--- src/rtl/ddr_rd_capture_if.sv ---
// Command, DQ pair and word-handoff bundle for the DDR read capture stage.
// The capture block takes the slave side; the controller or bench takes the master side.
interface ddr_rd_capture_if #(
  parameter int unsigned DQ_W      = 16,
  parameter int unsigned BURST_LEN = 8,
  parameter int unsigned LAT_W     = 5
);
  logic                      RD_CMD;
  logic [LAT_W-1:0]          RD_LAT;
  logic                      SLIP;
  logic [DQ_W-1:0]           Q0;
  logic [DQ_W-1:0]           Q1;
  logic [DQ_W*BURST_LEN-1:0] RDATA;
  logic                      RVALID;
  logic                      RREADY;
  logic                      BUSY;
  logic                      OVERFLOW;
  logic                      PROTO_ERR;
  logic                      CLR_FLAGS;

  modport master (
    output RD_CMD, RD_LAT, SLIP, Q0, Q1, RREADY, CLR_FLAGS,
    input  RDATA, RVALID, BUSY, OVERFLOW, PROTO_ERR
  );

  modport slave (
    input  RD_CMD, RD_LAT, SLIP, Q0, Q1, RREADY, CLR_FLAGS,
    output RDATA, RVALID, BUSY, OVERFLOW, PROTO_ERR
  );
endinterface

--- src/rtl/ddr_rd_capture.sv ---
// DDR read-data capture: delays each read command to its data window, assembles
// the burst from Q0/Q1 pairs (optionally half-cycle slipped) and queues it in a 2-entry buffer.
module ddr_rd_capture #(
  parameter int unsigned DQ_W      = 16,
  parameter int unsigned BURST_LEN = 8,
  parameter int unsigned LAT_W     = 5
) (
  input logic             CLK,
  input logic             RST_N,
  ddr_rd_capture_if.slave bus
);
  localparam int unsigned NB = BURST_LEN / 2;
  localparam int unsigned CW = (NB > 1) ? $clog2(NB) : 1;
  localparam int unsigned DL = (1 << LAT_W) - 1;
  localparam int unsigned WW = DQ_W * BURST_LEN;
  localparam int unsigned PW = 2 * DQ_W;
  localparam logic [CW-1:0] LAST = CW'(NB - 1);

  typedef enum logic {IDLE, CAPT} state_e;

  state_e          state_q, state_d;
  logic [CW-1:0]   cnt_q, cnt_d;
  logic [DL-1:0]   sr_q, sr_d;
  logic [DQ_W-1:0] q1h_q, q1h_d;
  logic [WW-1:0]   asm_q, asm_d;
  logic [WW-1:0]   ent0_q, ent0_d;
  logic [WW-1:0]   ent1_q, ent1_d;
  logic [1:0]      fcnt_q, fcnt_d;
  logic            busy_q, busy_d;
  logic            ovf_q, ovf_d;
  logic            perr_q, perr_d;

  logic [LAT_W-1:0] tap;
  logic             start;
  logic             done;
  logic             err;
  logic             pop;
  logic             drop;
  logic [PW-1:0]    pair;
  logic [WW-1:0]    asm_w;
  int unsigned      beat_idx;

  always_comb begin
    // Bits beyond the active tap are cleared so the shift register only holds
    // commands still waiting for their window, which makes |sr a pending flag.
    tap   = (bus.RD_LAT == '0) ? '0 : bus.RD_LAT - 1'b1;
    start = sr_q[tap];
    sr_d  = {sr_q[DL-2:0], bus.RD_CMD};
    for (int unsigned i = 0; i < DL; i++) begin
      if (LAT_W'(i) > tap) sr_d[i] = 1'b0;
    end

    q1h_d = bus.Q1;
    pair  = bus.SLIP ? {bus.Q0, q1h_q} : {bus.Q1, bus.Q0};

    beat_idx = (state_q == CAPT) ? int'(cnt_q) : 0;
    asm_w    = asm_q;
    asm_w[beat_idx*PW +: PW] = pair;

    done = (state_q == CAPT) && (cnt_q == LAST);
    err  = start && (state_q == CAPT) && (cnt_q != LAST);

    // A start always claims this cycle's pair as beat 0 of a fresh burst.
    asm_d = asm_w;
    if (start) asm_d[PW-1:0] = pair;

    state_d = state_q;
    cnt_d   = cnt_q;
    if (start) begin
      state_d = CAPT;
      cnt_d   = CW'(1);
    end else if (done) begin
      state_d = IDLE;
      cnt_d   = '0;
    end else if (state_q == CAPT) begin
      cnt_d = cnt_q + 1'b1;
    end

    pop    = (fcnt_q != '0) && bus.RREADY;
    drop   = 1'b0;
    ent0_d = ent0_q;
    ent1_d = ent1_q;
    fcnt_d = fcnt_q;
    if (pop) begin
      ent0_d = ent1_q;
      fcnt_d = fcnt_q - 1'b1;
    end
    if (done) begin
      if (fcnt_d == 2'd2) begin
        drop = 1'b1;
      end else if (fcnt_d == 2'd0) begin
        ent0_d = asm_w;
        fcnt_d = 2'd1;
      end else begin
        ent1_d = asm_w;
        fcnt_d = 2'd2;
      end
    end

    ovf_d  = bus.CLR_FLAGS ? 1'b0 : ovf_q;
    perr_d = bus.CLR_FLAGS ? 1'b0 : perr_q;
    if (drop) ovf_d  = 1'b1;
    if (err)  perr_d = 1'b1;

    busy_d = (|sr_d) || (state_d == CAPT) || (fcnt_d != '0);
  end

  always_ff @(posedge CLK or negedge RST_N) begin
    if (!RST_N) begin
      state_q <= IDLE;
      cnt_q   <= '0;
      sr_q    <= '0;
      q1h_q   <= '0;
      asm_q   <= '0;
      ent0_q  <= '0;
      ent1_q  <= '0;
      fcnt_q  <= '0;
      busy_q  <= 1'b0;
      ovf_q   <= 1'b0;
      perr_q  <= 1'b0;
    end else begin
      state_q <= state_d;
      cnt_q   <= cnt_d;
      sr_q    <= sr_d;
      q1h_q   <= q1h_d;
      asm_q   <= asm_d;
      ent0_q  <= ent0_d;
      ent1_q  <= ent1_d;
      fcnt_q  <= fcnt_d;
      busy_q  <= busy_d;
      ovf_q   <= ovf_d;
      perr_q  <= perr_d;
    end
  end

  assign bus.RDATA     = ent0_q;
  assign bus.RVALID    = (fcnt_q != '0);
  assign bus.BUSY      = busy_q;
  assign bus.OVERFLOW  = ovf_q;
  assign bus.PROTO_ERR = perr_q;
endmodule

--- src/flat_wrapper.sv ---
// flat-port wrapper written by rule: the top's interface ports become plain ports
module ddr_rd_capture_flat 
#(
  parameter int unsigned DQ_W      = 16,
  parameter int unsigned BURST_LEN = 8,
  parameter int unsigned LAT_W     = 5
)
  (CLK, RST_N, bus_RD_CMD, bus_RD_LAT, bus_SLIP, bus_Q0, bus_Q1, bus_RREADY, bus_CLR_FLAGS, bus_RDATA, bus_RVALID, bus_BUSY, bus_OVERFLOW, bus_PROTO_ERR);
  ddr_rd_capture_if #(.DQ_W(DQ_W), .BURST_LEN(BURST_LEN), .LAT_W(LAT_W)) bus_i ();
  input logic CLK;
  input logic RST_N;
  input wire logic [$bits(bus_i.RD_CMD)-1:0] bus_RD_CMD;
  input wire logic [$bits(bus_i.RD_LAT)-1:0] bus_RD_LAT;
  input wire logic [$bits(bus_i.SLIP)-1:0] bus_SLIP;
  input wire logic [$bits(bus_i.Q0)-1:0] bus_Q0;
  input wire logic [$bits(bus_i.Q1)-1:0] bus_Q1;
  input wire logic [$bits(bus_i.RREADY)-1:0] bus_RREADY;
  input wire logic [$bits(bus_i.CLR_FLAGS)-1:0] bus_CLR_FLAGS;
  output wire logic [$bits(bus_i.RDATA)-1:0] bus_RDATA;
  output wire logic [$bits(bus_i.RVALID)-1:0] bus_RVALID;
  output wire logic [$bits(bus_i.BUSY)-1:0] bus_BUSY;
  output wire logic [$bits(bus_i.OVERFLOW)-1:0] bus_OVERFLOW;
  output wire logic [$bits(bus_i.PROTO_ERR)-1:0] bus_PROTO_ERR;
  assign bus_i.RD_CMD = bus_RD_CMD;
  assign bus_i.RD_LAT = bus_RD_LAT;
  assign bus_i.SLIP = bus_SLIP;
  assign bus_i.Q0 = bus_Q0;
  assign bus_i.Q1 = bus_Q1;
  assign bus_i.RREADY = bus_RREADY;
  assign bus_i.CLR_FLAGS = bus_CLR_FLAGS;
  assign bus_RDATA = bus_i.RDATA;
  assign bus_RVALID = bus_i.RVALID;
  assign bus_BUSY = bus_i.BUSY;
  assign bus_OVERFLOW = bus_i.OVERFLOW;
  assign bus_PROTO_ERR = bus_i.PROTO_ERR;
  ddr_rd_capture #(.DQ_W(DQ_W), .BURST_LEN(BURST_LEN), .LAT_W(LAT_W)) u_core (.CLK(CLK), .RST_N(RST_N), .bus(bus_i));
endmodule
--- config.mk ---
export PLATFORM = sky130hd
export DESIGN_NAME = ddr_rd_capture_flat
export DESIGN_NICKNAME = d
export VERILOG_FILES = /design/src/rtl/ddr_rd_capture_if.sv /design/src/rtl/ddr_rd_capture.sv /design/src/flat_wrapper.sv
export SDC_FILE = /design/constraint.sdc
export NUM_CORES = 1
export LEC_CHECK = 0
export BUFFER_PORTS_ARGS = -buffer_cell sky130_fd_sc_hd__buf_2
export CELL_PAD_IN_SITES_DETAIL_PLACEMENT = 0
export CELL_PAD_IN_SITES_GLOBAL_PLACEMENT = 1
export CORE_MARGIN = 3
export CORE_UTILIZATION = 48
export CTS_CLUSTER_DIAMETER = 100
export DETAILED_ROUTE_END_ITERATION = 10
export MAX_ROUTING_LAYER = met4
export PLACE_DENSITY_LB_ADDON = 0.1
export SYNTH_ARGS = -nofsm -noshare
export SYNTH_HDL_FRONTEND = slang
export SYNTH_SLANG_ARGS = --single-unit
--- constraint.sdc ---
create_clock -name CLK -period 3.2 [get_ports CLK]
set_input_delay 0.32 -clock CLK [delete_from_list [all_inputs] [get_ports CLK]]
set_output_delay 0.32 -clock CLK [all_outputs]
set_load 0.02 [all_outputs]
# --- Yosys cells after proc, flatten, opt, wreduce, memory -nomap -nowiden ---
# Index checks and enable logic that the tools add are counted.
totals:
  regBits: 439
  input_bits: 43
  out_inout_bits: 132
  wordCells: 125
classes:
  add_sub_neg: 4
  magnitude_cmp: 32
  n_eq_ne: 3
  shifts: 2
  mux: 56
  bitwise_logic: 2
  n_reduce_logical: 15
op_table:
  columns: ["cell", "n"]
  rows:
  - ["$mux 128", 4]
  - ["$bwmux 128", 1]
  - ["$shift 32x34->128 const A", 1]
  - ["$shiftx 32x34->128", 1]
  - ["$gt 5x5->1 const A", 15]
  - ["$mux 32", 2]
  - ["$gt 4x5->1 const A", 8]
  - ["$mux 1", 39]
  - ["$neg 32->34", 1]
  - ["$reduce_or 31->1", 1]
  - ["$gt 3x5->1 const A", 4]
  - ["$mux 2", 8]
  - ["$gt 1x5->1 const A", 2]
  - ["$gt 2x5->1 const A", 2]
  - ["$reduce_bool 2->1", 4]
  - ["$lt 5x6->1 const B", 1]
  - ["$bmux 1 s5", 1]
  - ["$logic_not 5->1", 1]
  - ["$mux 5", 1]
  - ["$sub 5x1->5 const B", 1]
  - ["$eq 2x2->1 const B", 2]
  - ["$logic_and 1x1->1", 4]
  - ["$reduce_and 3->1", 1]
  - ["$reduce_bool 3->1", 1]
  - ["6 further kinds", 8]

# --- Logic depth before layout (Yosys ltp) ---
# Gate-level depths: netlist of the first run.
logic_depth:
  word_depth: 9
  ltp_mapped: 13
  ltp_nobuf: 9

# --- Worst setup path before layout of the first run ---
# OpenSTA, ideal clock, no wires.
synth_path:
  path_type: "input to register"
  from: "input port bus_RD_LAT[0]"
  to: "register u_core.busy_q, in the netlist u_core.bus.BUSY"
  setup_ps: 139
  t_arrival_ps: 3328
  required_time_ps: 3061
  setup_slack_ps: -267
  path_stages: 12
  n_path_buf: 4
  path_cell_list: "clkbuf_1 -> buf_2 -> inv_1 -> ha_1 -> clkbuf_1 -> buf_2 -> nor3_1 -> or2_2 -> and3_1 -> or4b_2 -> nor4_1 -> nand4b_1"
synth_via:
  elab_chain_len: 7
  word_cells_on_any_way: 71
  classes_between: "add/sub: 1; order compare: 31; mux: 35; reduce/logical: 4"
synth_lines:
  columns: ["element", "line_no", "source"]
  rows:
  - ["start, declared", "flat_wrapper.sv:13", "input wire logic [$bits(bus_i.RD_LAT)-1:0] bus_RD_LAT;"]
  - ["$sub 5x1->5 or $logic_not 5->1 (tied branches)", "ddr_rd_capture.sv:46", "tap = (bus.RD_LAT == '0) ? '0 : bus.RD_LAT - 1'b1;"]
  - ["$mux 5 *", "ddr_rd_capture.sv:46", null]
  - ["$gt 5x5->1 *", "ddr_rd_capture.sv:50", "if (LAT_W'(i) > tap) sr_d[i] = 1'b0;"]
  - ["$mux 1 *", "ddr_rd_capture.sv:50", null]
  - ["via u_core.sr_d[27]", "ddr_rd_capture.sv:23", "logic [DL-1:0] sr_q, sr_d;"]
  - ["$reduce_or 31->1 *", "ddr_rd_capture.sv:105", "busy_d = (|sr_d) || (state_d == CAPT) || (fcnt_d != '0);"]
  - ["$logic_or 1x1->1 * (2 in a row)", "ddr_rd_capture.sv:105", null]
  - ["via u_core.busy_d", "ddr_rd_capture.sv:29", "logic busy_q, busy_d;"]
  - ["end signal, assigned", "ddr_rd_capture.sv:130", "busy_q <= busy_d;"]
  - ["end, declared", "ddr_rd_capture.sv:29", null]
# Mark *: on every way through the listed nets, which the timed path passes. The rest lies on a longest branch. The select of a mux whose other input is x is not followed.
# A chain may end at the register's enable or synchronous reset.

# --- Worst setup path in the final report of the first run ---
layout_path:
  from: "register u_core.fcnt_q[0]"
  to: "register u_core.busy_q, in the netlist u_core.bus.BUSY"
layout_via:
  elab_chain_len: 9
  word_cells_on_any_way: 11
  classes_between: "add/sub: 1; eq/ne: 1; mux: 4; reduce/logical: 5"
layout_lines:
  columns: ["element", "line_no", "source"]
  rows:
  - ["start, declared", "ddr_rd_capture.sv:28", "logic [1:0] fcnt_q, fcnt_d;"]
  - ["start signal, assigned", "ddr_rd_capture.sv:129", "fcnt_q <= fcnt_d;"]
  - ["parallel branches: the longest is 2 deep, another holds $sub 2x1->2", null, null]
  - ["$mux 2 *", "ddr_rd_capture.sv:84", "if (pop) begin"]
  - ["$logic_not 2->1", "ddr_rd_capture.sv:91", "end else if (fcnt_d == 2'd0) begin"]
  - ["$mux 2", "ddr_rd_capture.sv:91", null]
  - ["$mux 2", "ddr_rd_capture.sv:89", "if (fcnt_d == 2'd2) begin"]
  - ["$mux 2 *", "ddr_rd_capture.sv:88", "if (done) begin"]
  - ["$reduce_bool 2->1 *", "ddr_rd_capture.sv:105", null]
  - ["$logic_or 1x1->1 *", "ddr_rd_capture.sv:105", null]
  - ["via u_core.busy_d", "ddr_rd_capture.sv:29", null]
# Mark *: on every way through the listed nets, which the timed path passes.

==> impl_metrics.csv, run 1 <==
group,metric,value,unit
run_status,status,"complete, no violations",
sta,max_slew_margin,29.8,%
worst_hold_path,hold_path_class,"in -> reg",
global_routing,globalRoute.totalOverflow,0,
worst_setup_path,timing.critical_path.required,3.62,ns
global_routing,gr-usage-all-layers,24.4,%
sta,hold-worst-slack,0.197,ns
clock_tree,cts.sinks,439,
worst_setup_path,cp-start-kind,"flop",
final_layout,mostFrequentLayoutCell,"dfrtp_1",
floorplanning,die_height,203,um
pwr,design_internal_power,13.1,mW
yosys,synth.top_cells.by_area,"dfrtp_1 (59%), mux2i_1 (8.7%), mux2_2 (8.0%)",
floorplanning,std_cell_rows,71,
job,max-cap-violations,0,
route,wire_per_inst,20.8,um
clock_tree,deepest_clock_path_buffer_count,3,
sta,post-route-min-period,2.96,ns
final_layout,layout.nets,1843,
yosys,synthesis.yosys.warnings,0,
final_layout,n_antenna_cell,0,
route,final_antenna_net_count,0,
route,firstDrtPassIters,5,
placement,placed_area,0.0206,mm2
sta,clock-skew-final,0.0210,ns
pwr,share_clk_of_total_power,28.3,%
worst_setup_path,critPathMaxFanout,10,
route,detailroute.via_count,12700,
clock_tree,htree_levels,2,
yosys,synthArstFlopShare,100,%
route,wl,48.7,mm
pwr,p_leak,11.1,nW
worst_setup_path,crit_path_end_kind,"flop",
pwr,p_sw,6.83,mW
yosys,synth_cell_type_count,61,
pwr,highest_ir_drop_seen_on_vdd,0.667,mV
floorplanning,initial_core_util,49.1,%
floorplanning,design.die.area,0.0413,mm2
sta,finalSetupViolCount,0,
final_layout,area_growth_from_synthesis_to_final_layout,20.0,%
worst_setup_path,worstSetupPathType,"reg -> reg",
pwr,pwr-share-comb,32.3,%
yosys,syn-mean-instance-area,11.8,um2
clock_tree,post-cts-setup-buffer-count,0,
yosys,yosysSeqAreaShare,58.9,%
placement,dp_hpwl,31.7,mm
route,drc,0,
yosys,synthCells,1582,
yosys,netlist.area_leader.share,58.9,%
final_layout,post_route_cells_drive_above_1_share,28.1,%
route,avgViaCountPerCell,5.42,
route,drc_violation_total_after_the_first_tritonroute_iteration,672,
clock_tree,number_of_buffers_inserted_during_clock_tree_synthesis,47,
floorplanning,pin_count,175,
yosys,post_synth_instance_area,0.0187,mm2
clock_tree,cts.clk_slew.worst_paths,0.06,ns
sta,finalSetupTns,0,ns
worst_setup_path,r2r_setup_slack,0.24,ns
clock_tree,root_buffer,"clkbuf_16",
pwr,switching_share,34.3,%
sta,max_slew.worst_pin.slew,1.02,ns
yosys,synth_enable_flop_cells,0,
clock_tree,clkLatencyLatePin,0.58,ns
sta,timing.final.crit_share,92.5,%
sta,max_clock_freq,0.338,GHz
final_layout,layout.cells.most_common_list,"dfrtp_1 (439), buf_2 (173), mux2i_1 (162)",
global_routing,first_global_vias,12700,
sta,finalHoldViolations,0,
floorplanning,die-width,203,um
final_layout,finish.instance_area,0.0224,mm2
sta,grt_setup_unrepaired,"no",
global_routing,grt_pass1_wl,76.2,mm
yosys,postSynthNetCount,1634,
yosys,synth_top_cell_by_area,"dfrtp_1",
sta,finalWorstSetupSlack,0.239,ns
floorplanning,core_area,0.0380,mm2
yosys,postSynth.topFlopCell,"dfrtp_1",
worst_setup_path,critPathArrivalTime,3.38,ns
placement,io_buffers,174,
pwr,seq_power_share,39.4,%
pwr,cellPowerDensity,889,mW/mm2
clock_tree,tritoncts,"built",
sta,final_max_slew_viol_count,0,
global_routing,maximum_number_of_pins_on_one_net_before_global_route_repair,130,
placement,finalWeightedCongestion,0.839,
global_routing,antenna_found_initial,0,
placement,dpl_worst_slack,0.0321,ns
yosys,ys_ff_latch,439,
## power groups by stage
stage	clock network, mW	logic [mW]	registers [mW]
2_1_floorplan	0	3.98	8.57
3_3_place_gp	0	6.34	7.91
3_5_place_dp	0	6.44	7.95
4_1_cts	5.77	6.48	7.86
5_1_grt	5.99	7.03	8.02
6_report	5.63	6.42	7.85
## what timing repair did
| action | 4_1_cts | 5_1_grt |
|---|---|---|
| resized for setup | 0 | 1 |
| endpoints found under the setup margin | 0 | 1 |
| hold endpoints to repair | 93 | 0 |
| hold buffers | 19 | 0 |
## layout make-up
class,instances,area (um2)
clock buffers,70,1420
clock inverters,15,200
fillers,3244,15600
inverters,113,424
multi-input cells,921,6850
flip-flops and latches,439,11000
well taps,511,639
repair buffers,269,1870
## registers in the layout, summed over array words and instances (netlist names)
register,flops
u_core.bus.RDATA,128
u_core.asm_q,128
u_core.bus.OVERFLOW,1
u_core.state_q,1
u_core.bus.BUSY,1
u_core.fcnt_q,2
u_core.sr_q,31
u_core.bus.PROTO_ERR,1
u_core.cnt_q,2
u_core.q1h_q,16
u_core.ent1_q,128
## worst paths after layout
| path | startpoint | endpoint | cells after the start |
|---|---|---|---|
| hold / removal | bus_Q0[6] | u_core.asm_q[6] | 4 |
| max in group asynchronous | RST_N | u_core.asm_q[35] | 4 |
| hold reg to reg | u_core.ent1_q[70] | u_core.ent1_q[70] | 1 |
| setup / recovery | u_core.fcnt_q[0] | u_core.bus.BUSY | 9 |
| setup reg to reg | u_core.fcnt_q[0] | u_core.bus.BUSY | 9 |
| min in group asynchronous | RST_N | u_core.sr_q[30] | 2 |
## worst max-delay path, cell delays in order, from the launching register on
cell,delay [ns]
dfrtp_1,0.47
inv_1,0.09
ha_1,0.25
nor2b_4,0.29
xnor2_1,0.21
nor2_4,0.07
or4_1,0.45
or4_1,0.40
nor4b_1,0.43
nand4b_1,0.15
## metrics by stage
stage	cells	util [%]	power (mW)
global route	2338	58.9	21.0
global placement	2234	54.1	14.2
CTS	2338	58.9	20.1
floorplan	1582	-	12.6
finish	2338	58.9	19.9
detailed placement	2234	54.1	14.4
## Yosys cell counts, types with 4 or more instances
cell	instances
inv_1	113
a21oi_1	143
nand3_1	8
or2_2	4
nor2b_1	5
buf_2	6
buf_1	12
ha_1	9
dfrtp_1	439
o21ai_0	41
nor2_1	148
nor3_1	6
nand2b_1	40
o22ai_1	101
buf_6	4
and2_1	5
and3_1	6
mux2i_1	162
clkbuf_1	84
nand2_1	20
mux2_2	132
o22ai_2	30
## kinds of logic after synthesis
group / after synthesis / synth area share (%)
AO/OA/AOI/OAI: 350 / 12.1
AND/OR/NAND/NOR: 261 / 6.56
adder cells (fa/ha/maj): 9 / 0.603
multiplexers: 296 / 16.9
flip-flops: 439 / 58.9
buffers and inverters: 222 / 4.73
XOR/XNOR: 5 / 0.235
## routing by layer
layer / GRT usage, % / up-vias / wire length, um
met5: - / - / 0
met4: 4.65 / 0 / 684
met3: 4.04 / 54 / 1950
met2: 37.0 / 256 / 22700
met1: 35.3 / 6392 / 23400
li1: - / 5963 / -
Note: power is estimated with default switching activity, not from simulation.
==> inputs of run 2 (changes only) <==
--- a/config.mk
+++ b/config.mk
@@ -8,7 +8,7 @@
 export BUFFER_PORTS_ARGS = -buffer_cell sky130_fd_sc_hd__buf_2
 export CELL_PAD_IN_SITES_DETAIL_PLACEMENT = 0
 export CELL_PAD_IN_SITES_GLOBAL_PLACEMENT = 1
-export CORE_MARGIN = 3
+export CORE_MARGIN = 8
 export CORE_UTILIZATION = 48
 export CTS_CLUSTER_DIAMETER = 100
 export DETAILED_ROUTE_END_ITERATION = 10
==> run 2 against run 1 <==
  * Core utilization fell by 1.4 points
  * Via count barely moved
  * Setup slack improved by 0.13 ns
  * Total power fell by 1.9%
  * Maximum frequency rose by 4.6%
  * Combinational power rose by 1%
  * Cell area fell by 1.0%
  * First-iteration DRC count rose by 10%
  * Critical path depth did not move
  * Largest power group unchanged
==> impl_metrics.csv, run 2 (synthesized netlist as in run 1, its figures left out) <==
group,metric,value,unit
pwr,highest_ir_drop_seen_on_vdd,0.516,mV
final_layout,layout.cells.most_common_list,"dfrtp_1 (439), buf_2 (173), mux2i_1 (162)",
floorplanning,die_height,213,um
placement,finalWeightedCongestion,0.885,
sta,max_slew_margin,37.2,%
clock_tree,cts.clk_slew.worst_paths,0.06,ns
final_layout,layout.nets,1834,
pwr,design_internal_power,12.8,mW
pwr,switching_share,34.7,%
sta,max_clock_freq,0.353,GHz
worst_setup_path,path_delay_family,"simple AND/OR/NAND/NOR gates",
route,drc_violation_total_after_the_first_tritonroute_iteration,740,
route,drc,0,
floorplanning,pin_count,175,
sta,finalSetupTns,0,ns
route,firstDrtPassIters,7,
floorplanning,design.die.area,0.0455,mm2
worst_setup_path,timing.critical_path.required,3.62,ns
clock_tree,cts.sinks,439,
pwr,pwr-share-comb,33.3,%
global_routing,globalRoute.totalOverflow,0,
worst_setup_path,cp-start-kind,"flop",
route,detailroute.via_count,12700,
clock_tree,tritoncts,"built",
global_routing,grt_pass1_wl,75.5,mm
sta,post-route-min-period,2.83,ns
sta,final_max_slew_viol_count,0,
worst_setup_path,crit_path_max_incr_delay,0.45,ns
clock_tree,number_of_buffers_inserted_during_clock_tree_synthesis,46,
route,wire_per_inst,21.0,um
worst_setup_path,critical-path-top-cell-by-count,"or4_1",
worst_setup_path,cell_at_the_slowest_stage_of_the_critical_path,"dfrtp_1",
clock_tree,htree_levels,2,
sta,max_slew.worst_pin.slew,0.916,ns
floorplanning,die-width,213,um
job,max-cap-violations,0,
floorplanning,std_cell_rows,72,
placement,dpl_worst_slack,-0.00776,ns
sta,finalWorstSetupSlack,0.369,ns
sta,timing.final.crit_share,88.5,%
placement,dp_hpwl,31.8,mm
worst_setup_path,crit_path_buffers_inverters,1,
route,final_antenna_net_count,0,
worst_setup_path,cp_cell_instances,"inv_1 -> ha_1 -> nor2b_4 -> xnor2_1 -> nor2_4 -> or4_1 -> or4_1 -> nor4b_1 -> nand4b_1",
final_layout,final_cells,2331,
global_routing,first_global_vias,12700,
clock_tree,clkLatencyLatePin,0.57,ns
global_routing,gr-usage-all-layers,22.1,%
pwr,p_sw,6.78,mW
worst_setup_path,critPathMaxFanout,10,
global_routing,maximum_number_of_pins_on_one_net_before_global_route_repair,130,
final_layout,finish.instance_area,0.0222,mm2
final_layout,area_growth_from_synthesis_to_final_layout,18.8,%
run_status,status,"complete, no violations",
worst_setup_path,worstSetupPathType,"reg -> reg",
floorplanning,initial_core_util,48.4,%
worst_setup_path,critPathArrivalTime,3.25,ns
pwr,seq_power_share,40.3,%
final_layout,post_route_cells_drive_above_1_share,26.9,%
placement,io_buffers,174,
pwr,cellPowerDensity,881,mW/mm2
global_routing,antenna_found_initial,2,
sta,finalHoldViolations,0,
clock_tree,ctsResizeCount,0,
placement,placed_area,0.0205,mm2
final_layout,mostFrequentLayoutCell,"dfrtp_1",
clock_tree,post-cts-setup-buffer-count,0,
floorplanning,core_area,0.0386,mm2
pwr,p_leak,11.0,nW
worst_setup_path,crit_path_end_kind,"flop",
route,wl,48.9,mm
sta,grt_setup_unrepaired,"no",
clock_tree,root_buffer,"clkbuf_16",
pwr,share_clk_of_total_power,26.5,%
sta,finalSetupViolCount,0,
placement,number_of_cells_after_detailed_placement,2233,
worst_hold_path,hold_path_class,"in -> reg",
sta,clock-skew-final,0.0212,ns
clock_tree,deepest_clock_path_buffer_count,3,
route,avgViaCountPerCell,5.43,
sta,hold-worst-slack,0.201,ns
## run 2: repair_timing
action                     CTS  global route
hold buffers                19             0
setup endpoints to repair    0             0
hold endpoints to repair    82             0
## run 2: metrics by stage
stage | utilization (%) | total power [mW]
global route | 57.5 | 20.6
global placement | 53.3 | 14.3
finish | 57.5 | 19.5
CTS | 57.5 | 19.7
floorplan | - | 12.6
detailed placement | 53.3 | 14.5
## run 2: worst paths after layout
| path | start | end | slack [ns] | depth (start not counted) |
|---|---|---|---|---|
| setup reg to reg | u_core.fcnt_q[0] | u_core.bus.BUSY | 0.37 | 9 |
| setup / recovery | u_core.fcnt_q[0] | u_core.bus.BUSY | 0.37 | 9 |
| min in group asynchronous | RST_N | u_core.sr_q[30] | 0.34 | 2 |
| max in group asynchronous | RST_N | u_core.ent1_q[54] | 1.89 | 3 |
| hold reg to reg | u_core.ent1_q[37] | u_core.ent1_q[37] | 0.50 | 1 |
| hold / removal | bus_Q0[5] | u_core.asm_q[21] | 0.20 | 4 |
## run 2: per-layer routing
| layer | share of wire (%) | global-route usage [%] | up-vias |
|---|---|---|---|
| li1 | - | - | 5927 |
| met4 | 2.2 | 6.62 | 0 |
| met3 | 4.3 | 3.17 | 58 |
| met5 | 0 | - | - |
| met2 | 46 | 32.9 | 258 |
| met1 | 48 | 31.2 | 6416 |
## run 2: worst reg2reg max path: cells and delay by family, from the launching register on
family,cells,cell delay [ns]
and+or+nand+nor,6,1.68
DFF,1,0.45
adders and majority gates,1,0.26
xor gates and xnor gates,1,0.21
buffers and inverters,1,0.09
## run 2: layout make-up
cell class                      count  area, um2
Fill cell                        3372      16400
Tap cell                          518        648
Antenna cell                        1       2.50
Clock inverter                      7        121
Clock buffer                       71       1320
Timing Repair Buffer              261       1820
Inverter                          113        424
Sequential cell                   439      11000
Multi-Input combinational cell    921       6850
## run 2: power by group through the flow
stage / registers [mW] / clock network [mW] / logic (mW)
finish: 7.86 / 5.17 / 6.50
global route: 8.03 / 5.52 / 7.07
CTS: 7.88 / 5.31 / 6.55
detailed placement: 7.97 / 0 / 6.52
global placement: 7.92 / 0 / 6.41
floorplan: 8.57 / 0 / 3.98
